--- src/rtl/dp_ram_arbiter.sv ---
// dp_ram_arbiter: round-robin sharing of one simple dual-port RAM between two
// writers (port A) and two readers (port B). Read responses are tagged with
// the requester ID one cycle after grant. A read whose address matches the
// same-cycle granted write is held off one cycle so it sees the new data.
module dp_ram_arbiter #(
  parameter int RAM_DEPTH  = 16,
  parameter int ADDR_WIDTH = $clog2(RAM_DEPTH),
  parameter int DATA_WIDTH = 64
) (
  input  logic                  clk,
  input  logic                  rst,
  input  logic                  wr0_req,
  input  logic [ADDR_WIDTH-1:0] wr0_addr,
  input  logic [DATA_WIDTH-1:0] wr0_data,
  output logic                  wr0_gnt,
  input  logic                  wr1_req,
  input  logic [ADDR_WIDTH-1:0] wr1_addr,
  input  logic [DATA_WIDTH-1:0] wr1_data,
  output logic                  wr1_gnt,
  input  logic                  rd0_req,
  input  logic [ADDR_WIDTH-1:0] rd0_addr,
  output logic                  rd0_gnt,
  input  logic                  rd1_req,
  input  logic [ADDR_WIDTH-1:0] rd1_addr,
  output logic                  rd1_gnt,
  output logic                  rd_dvalid,
  output logic                  rd_did,
  output logic [DATA_WIDTH-1:0] rd_data,
  output logic [15:0]           coll_cnt,
  output logic                  ram_ena,
  output logic                  ram_wea,
  output logic [ADDR_WIDTH-1:0] ram_addra,
  output logic [DATA_WIDTH-1:0] ram_dia,
  output logic                  ram_enb,
  output logic [ADDR_WIDTH-1:0] ram_addrb,
  input  logic [DATA_WIDTH-1:0] ram_dob
);

  logic        wptr_q, wptr_d;
  logic        rptr_q, rptr_d;
  logic        rd_dvalid_q, rd_dvalid_d;
  logic        rd_did_q, rd_did_d;
  logic [15:0] coll_cnt_q, coll_cnt_d;

  logic                  w_any, w_sel;
  logic                  r_any, r_sel, r_coll, r_gnt;
  logic [ADDR_WIDTH-1:0] r_cand_addr;

  // Stall counter stops at all-ones instead of wrapping.
  function automatic logic [15:0] sat_inc(input logic [15:0] c);
    return (c == 16'hFFFF) ? c : c + 16'd1;
  endfunction

  // Arbitrate both ports, detect read-after-write collisions, drive the RAM.
  always_comb begin
    w_any       = wr0_req | wr1_req;
    // Sole requester wins; on contention the priority pointer decides.
    w_sel       = (wr0_req & wr1_req) ? wptr_q : wr1_req;
    r_any       = rd0_req | rd1_req;
    r_sel       = (rd0_req & rd1_req) ? rptr_q : rd1_req;
    r_cand_addr = r_sel ? rd1_addr : rd0_addr;

    ram_ena   = w_any;
    ram_wea   = w_any;
    ram_addra = w_sel ? wr1_addr : wr0_addr;
    ram_dia   = w_sel ? wr1_data : wr0_data;
    wr0_gnt   = w_any & ~w_sel;
    wr1_gnt   = w_any & w_sel;

    // The candidate is stalled, not swapped for the other reader.
    r_coll    = w_any & r_any & (r_cand_addr == ram_addra);
    r_gnt     = r_any & ~r_coll;
    ram_enb   = r_gnt;
    ram_addrb = r_cand_addr;
    rd0_gnt   = r_gnt & ~r_sel;
    rd1_gnt   = r_gnt & r_sel;

    wptr_d      = w_any ? ~w_sel : wptr_q;
    rptr_d      = r_gnt ? ~r_sel : rptr_q;
    rd_dvalid_d = r_gnt;
    rd_did_d    = r_gnt ? r_sel : rd_did_q;
    coll_cnt_d  = r_coll ? sat_inc(coll_cnt_q) : coll_cnt_q;
  end

  // Control state; reset drops any in-flight response but leaves the RAM alone.
  always_ff @(posedge clk) begin
    if (rst) begin
      wptr_q      <= 1'b0;
      rptr_q      <= 1'b0;
      rd_dvalid_q <= 1'b0;
      rd_did_q    <= 1'b0;
      coll_cnt_q  <= 16'd0;
    end else begin
      wptr_q      <= wptr_d;
      rptr_q      <= rptr_d;
      rd_dvalid_q <= rd_dvalid_d;
      rd_did_q    <= rd_did_d;
      coll_cnt_q  <= coll_cnt_d;
    end
  end

  assign rd_dvalid = rd_dvalid_q;
  assign rd_did    = rd_did_q;
  assign coll_cnt  = coll_cnt_q;
  assign rd_data   = ram_dob;

endmodule

--- config.mk ---
export PLATFORM = sky130hd
export DESIGN_NAME = dp_ram_arbiter
export DESIGN_NICKNAME = d
export VERILOG_FILES = /design/src/rtl/dp_ram_arbiter.sv
export SDC_FILE = /design/constraint.sdc
export NUM_CORES = 1
export LEC_CHECK = 0
export CORE_AREA = 3 3 146 148
export CTS_CLUSTER_DIAMETER = 30
export DETAILED_ROUTE_END_ITERATION = 10
export DIE_AREA = 0 0 149 151
export GPL_ROUTABILITY_DRIVEN = 0
export HOLD_SLACK_MARGIN = 0.08
export PLACE_DENSITY = 0.53
export RECOVER_POWER = 50
export SLEW_MARGIN = 20
export SYNTH_ARGS = -nofsm -noshare
export SYNTH_HDL_FRONTEND = slang
export SYNTH_SLANG_ARGS = --single-unit
--- constraint.sdc ---
create_clock -name clk -period 3.5 [get_ports clk]
set_clock_uncertainty 0.05 [all_clocks]
set_input_delay 0.875 -clock clk [delete_from_list [all_inputs] [get_ports clk]]
set_output_delay 0.875 -clock clk [all_outputs]
set_load 0.02 [all_outputs]
==> impl_results.md, run 1 <==
* Initial DRC Count at 54
* Layout fillers at 2,205
* Post-synth EDFFs at 0
* Worst Setup Start Kind: primary input
* Netlist Area Pre-Place at 2515 sq um
* Flip-flop and latch count after synthesis at 20
* Tmin final at 3.436 ns
* DRT Pass-1 Iters at 4
* First-pass GRT wire length at 21,950 microns
* Leakage power at 1.994 nW
* Max_slew headroom at 50.99%
* Detailed Place HPWL at 14,810 microns
* Warnings, synthesis at 0
* Crit path max fanout at 4
* P per Cell Area at 240.1 nW/um^2
* Hold_ws at between 0.4 and 0.5 ns
* Worst EP required at between 2 and 3 ns
* Worst EP arrival at 2.51 ns
* Slew Viols, Final at 0
* Delay-heaviest family, CP: buffers and inverters
* Buf/Inv on CP at 2
* Routed vias/inst at 3.760
* Met1 wire length at between 6000 and 7000 microns
* Met2 WL at 8529 microns
* Crit path cell chain: clkdlybuf4s50_1 -> a21bo_2 -> a211o_1 -> nand4_2 -> nand4b_4 -> nand2_4 -> nor2_1 -> buf_2
* Detailed Route WL at 16,580 microns
* Post-synth top flop: dfxtp_1
* PortBufs at 246
* GRT Overall Usage at 13.86%
* # DRC at 0
* Synth async-reset ratio at 0%
* Starting Density at between 10% and 20%
* Final Cycle Share at 98.16%
* Pwr Total at 0.001209 W
* Crit end category: output pin
* Peak Freq at 0.2911 GHz
* NumNets Final at 690
* Clock Path Buffers at 2
* Placed instance count at 738
* Netlist cell types at 42
* I/O Pins at about 380
* Critical path's largest stage delay at around 0.46 ns
* Largest net degree at the start of global routing at 30
* Max-cap violation count at 0
* Clk Latency, worst-skew pair at 0.26 ns
* RSZ-0062 raised after global routing: false
* Total gr overflow at 0
* Peak supply drop at around 0.00010 V
* Hold crit path type: flip-flop to flip-flop
* Layout Area Growth over Synthesis at 100.3%
* Die area at 22,500 sq um
* WS Path Type: primary input to output pin
* Met3 wire length at around 1400 microns
* Die H at 151 microns
* Setup TNS at 0 ns
* CTS sink cnt at 20
* Net count after synthesis at 494
* CTS tree: built
* Final setup viols at 0
* Row cnt at 52
* Worst-path clk slew at 0.06 ns
* WL/cell at approximately 22 microns
* Initial antenna violation count at 6
* Worst-path cell with the longest stage delay: clkdlybuf4s50_1
* Via Count at 2,801
* Antenna viol nets, final at 0
* Mapped Cells at between 200 and 300
* Finished Core Util at 24.98%
* Synth Area per Inst at roughly 9.0 sq um
* Die Wd at 149 microns
* Layout cells sized above 1 at 26.37%
* Root Driver: clkbuf_16
* Run status: finished, final reports clean
* CTS Buf Count at 3
* Final hold vios at 0
* Core ar. at 20,170 sq um
* Top sig layer: met5
* Number of global-route vias before repair at 3,004
* Worst-Margin Slew at ~0.73 ns
* Register area share after synthesis at between 15 and 20%
* # H-tree levels at 1
* Post-Layout Cell Count at around 750
## state kept, by name (all words and copies together), names as in the netlist
signal / count
rd_dvalid: 1
coll_cnt: 16
wptr_q: 1
rptr_q: 1
rd_did: 1
## cell usage after synthesis, types with 2 or more instances
master    number  share of area [%]
or4_1         10                3.0
inv_1          4               0.60
clkbuf_1      11                1.6
nor3_1         3               0.60
nor2b_1        4               0.99
and3_1         3               0.75
nand4_1        2               0.50
mux2_2        74                 33
nand2_4        2               0.90
o31ai_1       10                3.0
dfxtp_1       20                 16
nand2_1        7                1.0
nand2b_4       2                1.1
nand3_1        7                1.4
a21oi_1       15                3.0
buf_4         65                 19
or2_2          3               0.75
o21ai_0        2               0.40
and3_4         2               0.90
nor2_1         9                1.3
xnor2_2        3                1.9
## path summary, 6_finish.rpt
check,from,endpoint,slack (ns),cells after the start
worst min register to register,coll_cnt[11]$_SDFFE_PP0P_,coll_cnt[11]$_SDFFE_PP0P_,0.44,2
worst max-delay path,wr0_addr[0],rd1_gnt,0.06,8
worst min-delay path,coll_cnt[11]$_SDFFE_PP0P_,coll_cnt[11]$_SDFFE_PP0P_,0.44,2
worst max register to register,wptr_q$_SDFFE_PP0P_,coll_cnt[2]$_SDFFE_PP0P_,0.97,8
## per-layer routing
layer  GRT usage (%)  vias to the layer above
met5               0                        -
met4           3.844                        2
met3           4.728                       31
met2           24.46                      156
met1           15.97                     1285
li1                -                     1327
## through the flow
stage / instance area, sq um / setup slack, ns
final: 5037 / 0.06450
after global routing: 5037 / 0.002319
after CTS: 5047 / 0.003866
after detailed placement: 4927 / -0.6150
after global placement: 4927 / -0.5845
after floorplan: 2515 / 0.2380
## kinds of logic (layout without fill, tap and decap cells)
logic type	Yosys count	count (layout)	synth area share, %
adder cells (fa/ha/maj)	1	1	0.4974
AO/OA/AOI/OAI	34	34	8.757
flip-flops	20	20	15.92
buffers and inverters	82	277	22.29
XOR/XNOR	3	3	1.940
multiplexers	74	74	33.13
other	0	1	0
AND/OR/NAND/NOR	65	65	17.46
## worst reg2reg max path, delay by kind of cell (launching register included)
| kind | cells | cell delay [ns] |
|---|---|---|
| buffers and inverters | 1 | 0.34 |
| AND/OR/NAND/NOR | 4 | 0.73 |
| flip-flops | 1 | 0.31 |
| XOR/XNOR | 1 | 0.20 |
| multiplexers | 2 | 0.79 |
## final cells by class
| cell class | instances | area [sq um] | area share, % |
|---|---|---|---|
| timing repair buffer | 269 | 2570 | 51.02 |
| multi-input combinational | 177 | 1607 | 31.89 |
| sequential | 20 | 400.4 | 7.948 |
| tap | 270 | 337.8 | 6.706 |
| clock buffer | 3 | 75.07 | 1.490 |
| clock inverter | 1 | 30.03 | 0.5961 |
| inverter | 4 | 15.01 | 0.2981 |
| antenna | 1 | 2.502 | 0.04968 |
## power breakdown
part	switching [W]	total, W	internal (W)
combinational	0.000288	0.000650	0.000363
sequential	0.00000312	0.000236	0.000233
clock	0.0000957	0.000323	0.000227
## repair_timing
item | CTS | global route
buffers inserted | 1 | 0
pin swaps | 4 | 1
hold buffers | 0 | 0
resized for setup | 86 | 1
endpoints found under the setup margin | 70 | 1
cloned | 1 | 0
## cells in the final DEF (no fill, tap or decap), types with 3 or more instances in the layout
master,netlist,final
nor2b_1,4,4
dfxtp_1,20,20
clkdlybuf4s50_1,0,157
nor3_1,3,3
mux2_4,0,3
inv_1,4,4
clkbuf_16,0,3
buf_4,65,24
xnor2_4,0,3
dlygate4sd2_1,0,62
nor2_1,9,9
mux2_2,74,70
dlygate4sd3_1,0,19
nand3_1,7,7
a21oi_1,15,15
and3_1,3,3
o31ai_1,10,10
or4_1,10,10
nand2_4,2,3
nand2_1,7,6
or2_2,3,3
(Power assumes the default switching activity.)
==> run 2, diff against run 1 <==
--- a/config.mk
+++ b/config.mk
@@ -17,3 +17,4 @@
 export SYNTH_ARGS = -nofsm -noshare
 export SYNTH_HDL_FRONTEND = slang
 export SYNTH_SLANG_ARGS = --single-unit
+export TNS_END_PERCENT = 50
==> results of run 2 <==
Same layout as run 1: the final DEF is identical, and so are final timing and power.
==> run 3, diff against run 2 <==
--- a/config.mk
+++ b/config.mk
@@ -6,7 +6,7 @@
 export NUM_CORES = 1
 export LEC_CHECK = 0
 export CORE_AREA = 3 3 146 148
-export CTS_CLUSTER_DIAMETER = 30
+export CTS_CLUSTER_DIAMETER = 60
 export DETAILED_ROUTE_END_ITERATION = 10
 export DIE_AREA = 0 0 149 151
 export GPL_ROUTABILITY_DRIVEN = 0
==> results of run 3 <==
Same layout as run 1: the final DEF is identical, and so are final timing and power.
